File: src/rtl/vga_mem_reader.sv
`default_nettype none
// ============================================================================
// Module   : vga_mem_reader
// Purpose  : VGA raster generator that fetches one word per display cell from
//            a synchronous read port and drives registered RGB332 video.
// Revision : 1.0  initial release
// ============================================================================
module vga_mem_reader #(
  parameter int H_ACTIVE   = 640,
  parameter int H_FP       = 16,
  parameter int H_SYNC     = 96,
  parameter int H_BP       = 48,
  parameter int V_ACTIVE   = 480,
  parameter int V_FP       = 10,
  parameter int V_SYNC     = 2,
  parameter int V_BP       = 33,
  parameter int CELL_SHIFT = 5,
  parameter int ADDR_W     = 16,
  parameter int BASE_ADDR  = 0
) (
  input  logic              clk,
  input  logic              rst_n,
  input  logic              run,
  output logic              rd_en,
  output logic [ADDR_W-1:0] rd_addr,
  input  logic [31:0]       rd_data,
  output logic              hsync_n,
  output logic              vsync_n,
  output logic              de,
  output logic [7:0]        rgb,
  output logic              frame_start
);

  localparam int H_TOTAL = H_ACTIVE + H_FP + H_SYNC + H_BP;
  localparam int V_TOTAL = V_ACTIVE + V_FP + V_SYNC + V_BP;
  localparam int COLS    = H_ACTIVE >> CELL_SHIFT;
  localparam int HW      = $clog2(H_TOTAL + 3);
  localparam int VW      = $clog2(V_TOTAL + 1);

  localparam logic [HW-1:0]     c_h_total   = HW'(H_TOTAL);
  localparam logic [HW-1:0]     c_h_last    = HW'(H_TOTAL - 1);
  localparam logic [HW-1:0]     c_h_active  = HW'(H_ACTIVE);
  localparam logic [HW-1:0]     c_hs_start  = HW'(H_ACTIVE + H_FP);
  localparam logic [HW-1:0]     c_hs_end    = HW'(H_ACTIVE + H_FP + H_SYNC);
  localparam logic [HW-1:0]     c_cols_last = HW'(COLS - 1);
  localparam logic [HW-1:0]     c_lead      = HW'(3);
  localparam logic [VW-1:0]     c_v_last    = VW'(V_TOTAL - 1);
  localparam logic [VW-1:0]     c_v_active  = VW'(V_ACTIVE);
  localparam logic [VW-1:0]     c_vs_start  = VW'(V_ACTIVE + V_FP);
  localparam logic [VW-1:0]     c_vs_end    = VW'(V_ACTIVE + V_FP + V_SYNC);
  localparam logic [ADDR_W-1:0] c_base      = ADDR_W'(BASE_ADDR);
  localparam logic [ADDR_W-1:0] c_cols      = ADDR_W'(COLS);

  logic [HW-1:0]     r_h;
  logic [VW-1:0]     r_v;
  logic [ADDR_W-1:0] r_row_base;
  logic              r_rd_pend;
  logic [7:0]        r_cell_q;

  logic [HW-1:0]     w_hsum;
  logic              w_hwrap;
  logic [HW-1:0]     w_hp;
  logic [VW-1:0]     w_vp;
  logic [HW-1:0]     w_col;
  logic              w_fetch;
  logic              w_first;
  logic              w_row_end;
  logic [ADDR_W-1:0] w_base;
  logic              w_vis;
  logic              w_hs;
  logic              w_vs;
  logic              w_unused;

  assign w_unused = ^rd_data[31:8];

  // Fetch decisions look three pixels ahead: decide, strobe the port, capture
  // the data, so the cell register is loaded as the raster reaches the cell.
  always_comb begin
    w_hsum  = r_h + c_lead;
    w_hwrap = (w_hsum >= c_h_total);
    w_hp    = w_hwrap ? (w_hsum - c_h_total) : w_hsum;
    if (!w_hwrap)
      w_vp = r_v;
    else if (r_v == c_v_last)
      w_vp = '0;
    else
      w_vp = r_v + VW'(1);
    w_col     = w_hp >> CELL_SHIFT;
    w_fetch   = run && (w_hp < c_h_active) && (w_hp[CELL_SHIFT-1:0] == '0)
                && (w_vp < c_v_active);
    w_first   = (w_vp == '0) && (w_col == '0);
    w_row_end = (w_col == c_cols_last) && (&w_vp[CELL_SHIFT-1:0]);
    w_base    = w_first ? c_base : r_row_base;
    w_vis     = (r_h < c_h_active) && (r_v < c_v_active);
    w_hs      = (r_h >= c_hs_start) && (r_h < c_hs_end);
    w_vs      = (r_v >= c_vs_start) && (r_v < c_vs_end);
  end

  always_ff @(posedge clk or negedge rst_n) begin
    if (!rst_n) begin
      r_h         <= '0;
      r_v         <= '0;
      r_row_base  <= c_base;
      r_rd_pend   <= 1'b0;
      r_cell_q    <= 8'h00;
      rd_en       <= 1'b0;
      rd_addr     <= c_base;
      hsync_n     <= 1'b1;
      vsync_n     <= 1'b1;
      de          <= 1'b0;
      rgb         <= 8'h00;
      frame_start <= 1'b0;
    end else if (!run) begin
      r_h         <= '0;
      r_v         <= '0;
      r_row_base  <= c_base;
      r_rd_pend   <= 1'b0;
      r_cell_q    <= 8'h00;
      rd_en       <= 1'b0;
      hsync_n     <= 1'b1;
      vsync_n     <= 1'b1;
      de          <= 1'b0;
      rgb         <= 8'h00;
      frame_start <= 1'b0;
    end else begin
      if (r_h == c_h_last) begin
        r_h <= '0;
        r_v <= (r_v == c_v_last) ? '0 : r_v + VW'(1);
      end else begin
        r_h <= r_h + HW'(1);
      end

      rd_en     <= w_fetch;
      r_rd_pend <= rd_en;
      if (w_fetch) begin
        rd_addr    <= w_base + ADDR_W'(w_col);
        r_row_base <= w_row_end ? (w_base + c_cols) : w_base;
      end
      if (r_rd_pend)
        r_cell_q <= rd_data[7:0];

      hsync_n     <= !w_hs;
      vsync_n     <= !w_vs;
      de          <= w_vis;
      rgb         <= w_vis ? r_cell_q : 8'h00;
      frame_start <= (r_h == '0) && (r_v == '0);
    end
  end

endmodule
`default_nettype wire
File: config.mk
export PLATFORM = sky130hd
export DESIGN_NAME = vga_mem_reader
export DESIGN_NICKNAME = d
export VERILOG_FILES = /design/src/rtl/vga_mem_reader.sv
export SDC_FILE = /design/constraint.sdc
export NUM_CORES = 1
export LEC_CHECK = 0
export ABC_AREA = 1
export BUFFER_PORTS_ARGS = -buffer_cell sky130_fd_sc_hd__buf_2
export CORE_UTILIZATION = 47
export DETAILED_ROUTE_END_ITERATION = 10
export PLACE_DENSITY_LB_ADDON = 0.3
export SYNTH_ARGS = -nofsm -noshare
export SYNTH_HDL_FRONTEND = slang
export SYNTH_SLANG_ARGS = --single-unit
File: constraint.sdc
create_clock -name clk -period 5.7 [get_ports clk]
set_clock_uncertainty 0.2 [all_clocks]
set_input_delay 0.57 -clock clk [delete_from_list [all_inputs] [get_ports clk]]
set_output_delay 0.57 -clock clk [all_outputs]
set_load 0.05 [all_outputs]
Word level (Yosys, flattened, before mapping)
Cells that the tools add are included.
{"block": "totals", "input_bits": 35, "word_cells": 72, "out_inout_bits": 29, "ff_bits": 74}
{"block": "op_classes", "n_reduce_logical": 18, "n_lt_le_gt_ge": 9, "eq_ne": 6, "add_sub_neg": 6, "n_mux": 21}
{"cell": "10-bit two-way mux", "count": 7}
{"cell": "16-bit two-way mux", "count": 4}
{"cell": "10-bit logical NOT", "count": 4}
{"cell": "8-bit two-way mux", "count": 4}
{"cell": "10-bit less-than comparator, second input constant", "count": 3}
{"cell": "10-bit by 9-bit less-than comparator with 1-bit output, second input constant", "count": 3}
{"cell": "10-bit by 1-bit adder with 10-bit output, second input constant", "count": 2}
{"cell": "10-bit equality test, second input constant", "count": 2}
{"cell": "10-bit greater-or-equal comparator, second input constant", "count": 2}
{"cell": "16-bit by 5-bit adder with 16-bit output", "count": 1}
{"cell": "16-bit by 5-bit adder with 16-bit output, second input constant", "count": 1}
{"cell": "10-bit by 2-bit adder with 10-bit output, second input constant", "count": 1}
{"cell": "10-bit by 9-bit greater-or-equal comparator with 1-bit output, second input constant", "count": 1}
{"cell": "10-bit subtractor, second input constant", "count": 1}
{"cell": "1-bit logical AND", "count": 9}
{"cell": "1-bit two-way mux", "count": 6}
{"cell": "2-bit by 1-bit != test with 1-bit output, second input constant", "count": 3}
{"cell": "5-bit equality test, second input constant", "count": 1}
{"cell": "5-bit logical NOT", "count": 1}
{"cell": "5-bit AND reduction", "count": 1}
{"cell": "1-bit logical NOT", "count": 2}
{"cell": "2-bit AND reduction", "count": 1}

Depth between registers and ports, before layout
Gate-level depths: netlist of run 1.
{"block": "logic_depth", "depth_word": 10, "mapped_depth": 29, "mapped_depth_nobuf": 27}

Least setup slack after synthesis of run 1
No wires, ideal clock.
{"block": "synth_timing", "path_kind": "reg-to-reg", "startpoint": "register r_h[0]", "endpoint": "register rd_addr[6]", "setup_time_ns": 0.124, "setup_slack_ns": 1.663, "path_stages_with_launch": 26, "synth_period_minus_slack_ns": 4.037, "arrival_ns": 3.714, "path_buffers": 1, "required_ns": 5.376, "path_cell_list": "dfrtp_1 > inv_1 > ha_1 > nor2_4 > inv_1 > o21ai_4 > ha_1 > nand2_1 > a31oi_1 > nor2_1 > nand2_1 > nor2_1 > nand2_4 > buf_6 > inv_1 > nor2_1 > ha_1 > inv_1 > fa_1 > o211ai_1 > a21boi_1 > nand2_1 > nand2_1 > nand2_1 > o211ai_1 > nand2_1"}
{"block": "synth_via", "elab_chain_len": 8, "word_cells_on_any_way": 17, "classes_between": "add/sub: 3; order compare: 3; mux: 3; reduce/logical: 8"}
{"item": "start, declared", "line": "54", "rtl": "logic [HW-1:0] r_h;"}
{"item": "start signal, assigned", "line": "130", "rtl": "r_h <= r_h + HW'(1);"}
{"item": "10-bit by 2-bit adder with 10-bit output *", "line": "79", "rtl": "w_hsum = r_h + c_lead;"}
{"item": "branches (longest 7 deep; another with 16-bit by 5-bit adder with 16-bit output)"}
{"item": "end signal, assigned", "line": "107", "rtl": "rd_addr <= c_base;"}
{"item": "end signal, assigned", "line": "136", "rtl": "rd_addr <= w_base + ADDR_W'(w_col);"}
{"item": "end, declared", "line": "25", "rtl": "output logic [ADDR_W-1:0] rd_addr,"}
Every way passes the cells marked *.
A chain may end at the register's enable or synchronous reset.

Worst setup path in the final report of run 1
Same ends and word-level chain as after synthesis.

==> results.md, run 1 <==
* Final wirelength at 10.6 mm
* # port buffers at 39
* Peak Freq at 209 MHz
* Routability cong. at 0.951
* CTS root buf: clkbuf_8
* Clock power share at 0.451
* Switch Pwr at 0.305 mW
* Met1 GRT Util at 0.286
* Diodes inserted at 0
* Commonest non-fill, non-tap cells in the layout: nand2_1 (161), inv_1 (84), dfrtp_1 (72)
* Vias in the first global route at 3,879
* Met3 Usage GRT at 0.0492
* Ys flop type: dfrtp_1
* # clock sinks at 74
* Slowest cell delay on critical path at 460 ps
* DR vias/cell at 5.26
* Worst slew pin tran at 936 ps
* Setup crit start kind: flip-flop
* Min Tclk post-route at 4770 ps
* Cell mode on critical path: nand2_1
* Post-route DRC at 0
* Number of DRC violations after detailed-routing iteration 0 at 177
* Hold Buf Count CTS at 0
* Cell Area, Synth at 4580 um2
* DP HPWL at 7.54 mm
* Setup Buffers After CTS at 0
* Synth area leaders: dfrtp_1 (39%), nand2_1 (13%), inv_1 (6.9%), nand3_1 (6.3%), nor2_1 (5.3%)
* Syn nets at 675
* Dpl cell area at 4890 um2
* Fin area at 5130 um2
* Synthesized area per cell at 7.31 um2
* CP cell instances: inv_1 -> ha_1 -> nor2_4 -> inv_1 -> o21ai_4 -> ha_1 -> nand2_1 -> a31oi_1 -> nor2_1 -> nand2_1 -> nor2_1 -> nand2_4 -> inv_1 -> nor2_1 -> ha_1 -> inv_1 -> fa_1 -> o211ai_1 -> a21boi_1 -> nand2_1 -> nand2_1 -> nand2_1 -> o211ai_1 -> nand2_1
* Post-synthesis instance total at 627
* Seq. cell area at 1850 um2
* Share of cells above drive strength 1 at 0.149
* GR Overflow Total at 0
* Post-synth EDFFs at 0
* Die span in x at 101 um
* Largest net degree at the start of global routing at 75
* #FFs+latches synth at 74
* Longest Clk Path Bufs at 2
* Footprint of the multi-input gates at 2320 um2
* CP arrival at 4830 ps
* Run status: finished, final reports clean
* Critical path endpoint category: flip-flop
* Hold slack at 133 ps
* Die area at 10,200 um2
* # setup viols final at 0
* Fillers at 862
* Synth top area share at 0.393
* Hold WC Path Type: in -> async
* Area leader, netlist: dfrtp_1
* Commonest non-fill, non-tap cell in the layout: nand2_1
* Starting Density at 0.491
* P&R area growth vs syn at 12.0%
* Reg clk slew, reported paths at 90 ps
* Site Rows at 35
* Worst Path Required at 5750 ps
* Post-cts resize count at 0
* Nets@finish at 713
* Crit-path max FO at 18
* Initial antenna violation count at 0
* Final antenna-violating net count at 0
* Slowest-stage cell, CP: a31oi_1
* Core ar. at 9330 um2
* Reg power frac at 0.468
* Yosys warns at 0
* Switching Fraction at 0.264
* Internal power of the cells at 0.851 mW
* Clk_lat worst skew at 360 ps
* Top Ports at 64
* Combinational share of power at 0.082
* Crit Path Category: reg -> reg
* Drt pass-1 iters at 7
* Total CTS buffers at 9
* Via count at 4,202
* RSZ-0062 raised after global routing: false
* Post-synthesis cell type count at 43
* Final Max Slew Viols at 0
* Final Cycle Share at 0.838
* Final core occ at 0.551
* Drt wl/cell at 13.2 um
* PwrDens at 225 nW/um2
* TNS Setup at 0 ps
* Final Hold Fails at 0
* Final std cells w/o fill at 799
* CTS tree: done
* Cells after DPL at 783
* Relative slew slack at 0.376
* Total track usage at 0.221
* Worst VDD drop at 107 uV
* # H-tree levels at 3
* Met2 Use GR at 0.368
* Most Crowded Layer GR: met2
* Asr flop ratio synth at 1.00
* First-pass GRT wire length at 17.7 mm
* Die H at 101 um
* Seq/Total Area, Yosys at 0.404
* Number of max-cap violations at 0
* Static Leak at 2.55 nW
-- sequential cells by signal, summed over array words and instances (netlist names) --
| register | count |
|---|---|
| r_rd_pend | 1 |
| r_cell_q | 8 |
| r_h | 10 |
| de | 1 |
| frame_start | 1 |
| vsync_n | 1 |
| rgb | 8 |
| rd_en | 1 |
| rd_addr | 16 |
| r_row_base | 16 |
| hsync_n | 1 |
| r_v | 10 |
-- cell families (layout without fill, tap and decap cells) --
family                   Yosys count  count (layout)  synth area share
AO/OA/AOI/OAI                     68              68            0.0903
XOR/XNOR                          13              13            0.0248
adder cells (fa/ha/maj)           13              13            0.0371
buffers and inverters            104             147            0.0887
flip-flops                        74              74             0.404
AND/OR/NAND/NOR                  355             355             0.355
-- synth_stat cells (4+ instances only) --
library cell and instances:
inv_1 84, o21ai_0 32, inv_2 6, nor2_4 4, dfrtp_1 72, nor4_1 4
nand2_2 10, nand4_1 15, nand3b_1 4, nor2_2 8, xor2_1 11, nor3_1 14
or2_2 4, a21oi_1 8, nand3_1 58, ha_1 12, clkbuf_1 9, nor2_1 65
nand2_1 161, o22ai_1 10
-- per-stage QoR --
stage	power [mW]	setup WS, ps
detailed placement	0.646	951
global route	1.19	595
CTS	1.16	947
floorplan	0.614	1660
global placement	0.645	1080
finish	1.16	925
-- per-layer routing --
layer | part of all wire | wire, um
met2 | 0.48 | 5030
met4 | 0.014 | 148
met1 | 0.46 | 4810
met3 | 0.053 | 556
met5 | 0 | 0
-- area by class of cell --
cell class,count,area share
clock buffers,9,0.0241
clock inverters,7,0.0244
inverters,91,0.0665
multi-input cells,449,0.452
flip-flops and latches,74,0.361
well taps,129,0.0314
repair buffers,40,0.0400
-- worst paths after layout --
path / from / to / slack (ps) / depth (start not counted)
setup / recovery: r_h[0]$_DFF_PN0_ / rd_addr[6]$_DFFE_PN0P_ / 930 / 24
hold / removal: rst_n / de$_DFF_PN0_ / 130 / 1
setup reg to reg: r_h[0]$_DFF_PN0_ / rd_addr[6]$_DFFE_PN0P_ / 930 / 24
hold reg to reg: rd_addr[12]$_DFFE_PN0P_ / rd_addr[12]$_DFFE_PN0P_ / 280 / 2
max in group asynchronous: rst_n / r_v[5]$_DFFE_PN0P_ / 4540 / 1
min in group clk: rd_data[1] / r_cell_q[1]$_DFFE_PN0P_ / 240 / 3
-- critical path: cells and delay by family (launching register included) --
kind / cells / cell delay (ps)
simple gates: 11 / 1240
compound gates: 5 / 1430
flops: 1 / 420
buf+inv: 4 / 350
fa+ha+maj: 4 / 1040
-- power by group through the flow --
stage	sequential, mW	clock [mW]	combinational (mW)
2_1_floorplan	0.571	0	0.0431
3_3_place_gp	0.551	0	0.0946
3_5_place_dp	0.551	0	0.0951
4_1_cts	0.541	0.528	0.0954
5_1_grt	0.542	0.548	0.104
6_report	0.541	0.521	0.0943
(Power assumes the default switching activity.)
==> inputs of run 2 (changes only) <==
- clock period: 5.7 -> 4.7 ns (I/O delays scaled with it)
==> run 2 against run 1 <==
Critical path depth rose by 2; final cell count increased by 0.75%; critical endpoint is now rd_addr[12]$_DFFE_PN0P_; die area unchanged; register-to-register slack got worse by 430 ps; sequential cell count unchanged; hold slack lost 99 ps; worst setup slack got worse by 430 ps; non-clock buffer count is 6 higher; total power grew 9.5%.
==> results.md, run 2 (same netlist as run 1, synthesis figures left out) <==
* Run status: finished, final reports clean
* Worst Setup SP: r_h[0]$_DFF_PN0_
* Starting Density at 0.491
* Slowest cell delay on critical path at 400 ps
* Top Registers: r_row_base: 16 flops, rd_addr: 16 flops
* Static Leak at 2.54 nW
* Die span in x at 101 um
* First-pass GRT wire length at 18.0 mm
* Nets@finish at 719
* FF-to-FF path depth at 26
* Setup crit start kind: flip-flop
* DP HPWL at 7.68 mm
* Relative slew slack at 0.390
* Routability cong. at 0.958
* Drt wl/cell at 13.0 um
* Worst Path Required at 4740 ps
* Final Max Slew Viols at 0
* Fin area at 5130 um2
* Final wirelength at 10.4 mm
* GR Overflow Total at 0
* Clk_lat worst skew at 370 ps
* # clock sinks at 74
* Worst slew pin tran at 916 ps
* CP delay by family, top: simple AND/OR/NAND/NOR gates
* RSZ-0062 raised after global routing: false
* Die H at 101 um
* DR vias/cell at 5.18
* CP Depth at 26
* Commonest non-fill, non-tap cell in the layout: nand2_1
* Cell mode on critical path: nand2_1
* TNS Setup at 0 ps
* Core ar. at 9330 um2
* Share of cells above drive strength 1 at 0.158
* Commonest non-fill, non-tap cells in the layout: nand2_1 (161), inv_1 (84), dfrtp_1 (71)
* CP arrival at 4240 ps
* CTS tree: done
* # setup viols final at 0
* Total CTS buffers at 9
* Largest net degree at the start of global routing at 75
* Crit-path max FO at 19
* Vias in the first global route at 3,941
* Diodes inserted at 0
* Reg clk slew, reported paths at 90 ps
* Number of max-cap violations at 0
* Final antenna-violating net count at 0
* Die area at 10,200 um2
* Initial antenna violation count at 0
* Top Ports at 64
* Critical path endpoint category: flip-flop
* Crit Path Category: reg -> reg
* Worst path bufs/invs at 5
* Number of DRC violations after detailed-routing iteration 0 at 192
* Site Rows at 35
* Slowest-stage cell, CP: dfrtp_2
* Hold WC Path Type: in -> async
* Final Cycle Share at 0.894
* Total track usage at 0.223
* Post-route DRC at 0
* Peak Freq at 238 MHz
* Drt pass-1 iters at 4
* P&R area growth vs syn at 11.9%
* Via count at 4,168
* Worst VDD drop at 168 uV
* Dpl cell area at 4920 um2
* PwrDens at 247 nW/um2
* Crit Reg-Reg Startpoint: r_h[0]$_DFF_PN0_
* Longest Clk Path Bufs at 2
* Power, Total at 1.27 mW
* # port buffers at 39
* # H-tree levels at 3
* Min Tclk post-route at 4200 ps
* Final Hold Fails at 0
* Hold Buf Count CTS at 0
* CTS root buf: clkbuf_8
run 2: changes by cell type in the layout (fill, tap and decap cells not counted):
cell       before  now
buf_4           2    8
bufinv_16       3    0
inv_8           0    2
o21ai_0        32   30
o21ai_1         3    5
dfrtp_1        72   71
dfrtp_2         0    1
inv_6           2    3
nand2_4         2    1
nand2_8         0    1
run 2: layout make-up:
cell class	instances	area, um2
fill	896	4200
multi-input combinational	449	2330
sequential	74	1860
inverter	91	342
timing repair buffer	46	250
tap	129	161
clock buffer	9	124
clock inverter	7	66.3
run 2: path summary, 6_finish.rpt:
check / slack [ps] / to
min reg2reg: 280 / rd_addr[7]$_DFFE_PN0P_
min in group clk: 140 / r_cell_q[0]$_DFFE_PN0P_
max: 500 / rd_addr[12]$_DFFE_PN0P_
max in group asynchronous: 3600 / r_h[0]$_DFF_PN0_
max reg2reg: 500 / rd_addr[12]$_DFFE_PN0P_
min: 30 / rgb[2]$_DFF_PN0_
run 2: power breakdown:
part / total (mW) / internal, mW / leakage (nW) / switching (mW)
combinational: 0.117 / 0.0277 / 1.42 / 0.0891
sequential: 0.656 / 0.648 / 1.02 / 0.00784
clock: 0.493 / 0.207 / 0.0986 / 0.286
total: 1.27 / 0.882 / 2.54 / 0.383
run 2: metrics by stage:
| step | util | std cells | setup slack, ps | hold WS [ps] |
|---|---|---|---|---|
| 6_report | 0.550 | 805 | 498 | 34.5 |
| 5_1_grt | 0.550 | 805 | 43.8 | 115 |
| 4_1_cts | 0.547 | 803 | 416 | 69.3 |
| 3_5_place_dp | 0.527 | 787 | 423 | 260 |
| 3_3_place_gp | 0.527 | 787 | 504 | 245 |
| 2_1_floorplan | - | 627 | 663 | -25.6 |
run 2: routing by layer:
metal  routed length [um]  vias to the layer above  global-route usage
met5                    0                        -                   0
met2                 5060                       77               0.380
met3                  386                       13              0.0395
met4                  133                        0              0.0635
li1                     -                     2112                   -
met1                 4860                     1966               0.291
run 2: what timing repair did:
item | in CTS | in global routing
setup buffers | 0 | 2
endpoints found under the hold margin | 0 | 0
setup endpoints to repair | 0 | 5
gates resized for setup | 0 | 4
==> inputs of run 3 (changes only) <==
==> constraint.sdc (replaced) <==
create_clock -name clk -period 4.7 [get_ports clk]
set_clock_uncertainty 0.2 [all_clocks]
set_input_delay 0.94 -clock clk [delete_from_list [all_inputs] [get_ports clk]]
set_output_delay 0.94 -clock clk [all_outputs]
set_load 0.05 [all_outputs]
==> run 3 against run 2 <==
Combinational power barely moved; global-route usage increased by 0.22 points; sequential cell count stayed put; largest cell class unchanged; final cell count stayed put.
==> results.md, run 3 (same netlist as run 1, synthesis figures left out) <==
* Run status: finished, final reports clean
* Longest Clk Path Bufs at 2
* Nets@finish at 719
* Die span in x at 101 um
* Cell mode on critical path: nand2_1
* Reg clk slew, reported paths at 90 ps
* Dpl cell area at 4920 um2
* Largest net degree at the start of global routing at 75
* Worst VDD drop at 142 uV
* Commonest non-fill, non-tap cell in the layout: nand2_1
* Final Hold Fails at 0
* Starting Density at 0.491
* Share of cells above drive strength 1 at 0.157
* Setup crit start kind: flip-flop
* Post-route DRC at 0
* Hold depth at 2
* Fin area at 5160 um2
* Peak Freq at 232 MHz
* # clock sinks at 74
* Final Cycle Share at 0.916
* Slowest cell delay on critical path at 420 ps
* Critical path endpoint category: flip-flop
* Worst Path Required at 4740 ps
* CTS tree: done
* CTS root buf: clkbuf_8
* TNS Setup at 0 ps
* Hold-critical path endpoint: r_rd_pend$_DFF_PN0_
* Top Registers: r_row_base: 16 flops, rd_addr: 16 flops
* Final core occ at 0.553
* Initial antenna violation count at 0
* # port buffers at 39
* Most Crowded Layer GR: met2
* Total CTS buffers at 9
* Met3 Usage GRT at 0.0465
* Final antenna-violating net count at 0
* Crit-path max FO at 19
* RSZ-0062 raised after global routing: false
* FF-to-FF path depth at 26
* Final Max Slew Viols at 0
* Drt wl/cell at 13.1 um
* CP arrival at 4340 ps
* Diodes inserted at 0
* Vias in the first global route at 4,073
* Hold Crit Start: rd_en$_DFF_PN0_
* Via count at 4,189
* Slowest-stage cell, CP: dfrtp_1
* Met2 Use GR at 0.382
* Clk_lat worst skew at 360 ps
* Routability cong. at 0.957
* Drt pass-1 iters at 6
* Die area at 10,200 um2
* Met1 GRT Util at 0.281
* Number of DRC violations after detailed-routing iteration 0 at 197
* Min Tclk post-route at 4310 ps
* # H-tree levels at 3
* Top Ports at 64
* Number of max-cap violations at 0
* Crit Reg-Reg Startpoint: r_h[0]$_DFF_PN0_
* DR vias/cell at 5.20
* Total track usage at 0.225
* Final wirelength at 10.6 mm
* Worst R2R End: rd_addr[10]$_DFFE_PN0P_
* Commonest non-fill, non-tap cells in the layout: nand2_1 (161), inv_1 (84), dfrtp_1 (72)
* Hold WC Path Type: reg -> reg
* R2R setup slack at 390 ps
* PwrDens at 260 nW/um2
* Crit Path Category: reg -> reg
* Worst slew pin tran at 922 ps
* Core ar. at 9330 um2
* GR Overflow Total at 0
* DP HPWL at 7.65 mm
* Die H at 101 um
* Site Rows at 35
* P&R area growth vs syn at 12.5%
* Relative slew slack at 0.385
* Static Leak at 2.56 nW
* # setup viols final at 0
* First-pass GRT wire length at 18.0 mm
run 3: cell count changes in the layout (fill, tap and decap cells not counted), sizes merged:
cell and change:
inv -3, bufinv +2, clkinvlp +2, clkinv -1
run 3: per-layer routing:
layer	share of wire	routed length, um	vias to the layer above
met5	0	0	-
li1	-	-	2112
met3	0.032	343	23
met4	0.020	212	0
met1	0.47	4940	1965
met2	0.48	5070	89
run 3: worst max path at each step:
stage / start / end / cells past startpoint
after floorplan: r_h[0]$_DFF_PN0_ / rd_addr[6]$_DFFE_PN0P_ / 25
after global placement: r_h[0]$_DFF_PN0_ / rd_addr[6]$_DFFE_PN0P_ / 25
after detailed placement: r_h[0]$_DFF_PN0_ / rd_addr[6]$_DFFE_PN0P_ / 25
after CTS: r_h[0]$_DFF_PN0_ / rd_addr[6]$_DFFE_PN0P_ / 25
after global routing: r_h[0]$_DFF_PN0_ / rd_addr[6]$_DFFE_PN0P_ / 25
final: r_h[0]$_DFF_PN0_ / rd_addr[10]$_DFFE_PN0P_ / 26
run 3: final cells by class:
type,instances,area (um2)
Sequential cell,74,1850
Clock buffer,9,124
Multi-Input combinational cell,449,2320
Clock inverter,7,101
Tap cell,129,161
Inverter,91,342
Fill cell,895,4170
Timing Repair Buffer,46,250
run 3: per-stage QoR:
| stage | setup WS [ps] | total power, mW | std cells | hold WS (ps) |
|---|---|---|---|---|
| finish | 394 | 1.34 | 805 | 268 |
| global route | 25.0 | 1.39 | 805 | 297 |
| CTS | 327 | 1.36 | 803 | 269 |
| detailed placement | 364 | 0.786 | 787 | 245 |
| global placement | 499 | 0.785 | 787 | 245 |
| floorplan | 663 | 0.745 | 627 | 249 |
run 3: report_power, final:
group / internal, mW / total [mW] / switching, mW
Combinational: 0.0278 / 0.117 / 0.0894
Sequential: 0.648 / 0.656 / 0.00781
Clock: 0.303 / 0.567 / 0.263
run 3: repair_timing:
action                                  CTS  global route
endpoints found under the setup margin    0             4
hold buffers                              0             0
gates resized for setup                   0             1
setup buffers                             0             2
run 3: worst max-delay path, delay by kind of cell (launching register included):
kind	cells	cell delay, ps
AO/OA/AOI/OAI	4	810
adder cells (fa/ha/maj)	3	850
flip-flops	1	420
buffers and inverters	5	480
AND/OR/NAND/NOR	14	1430
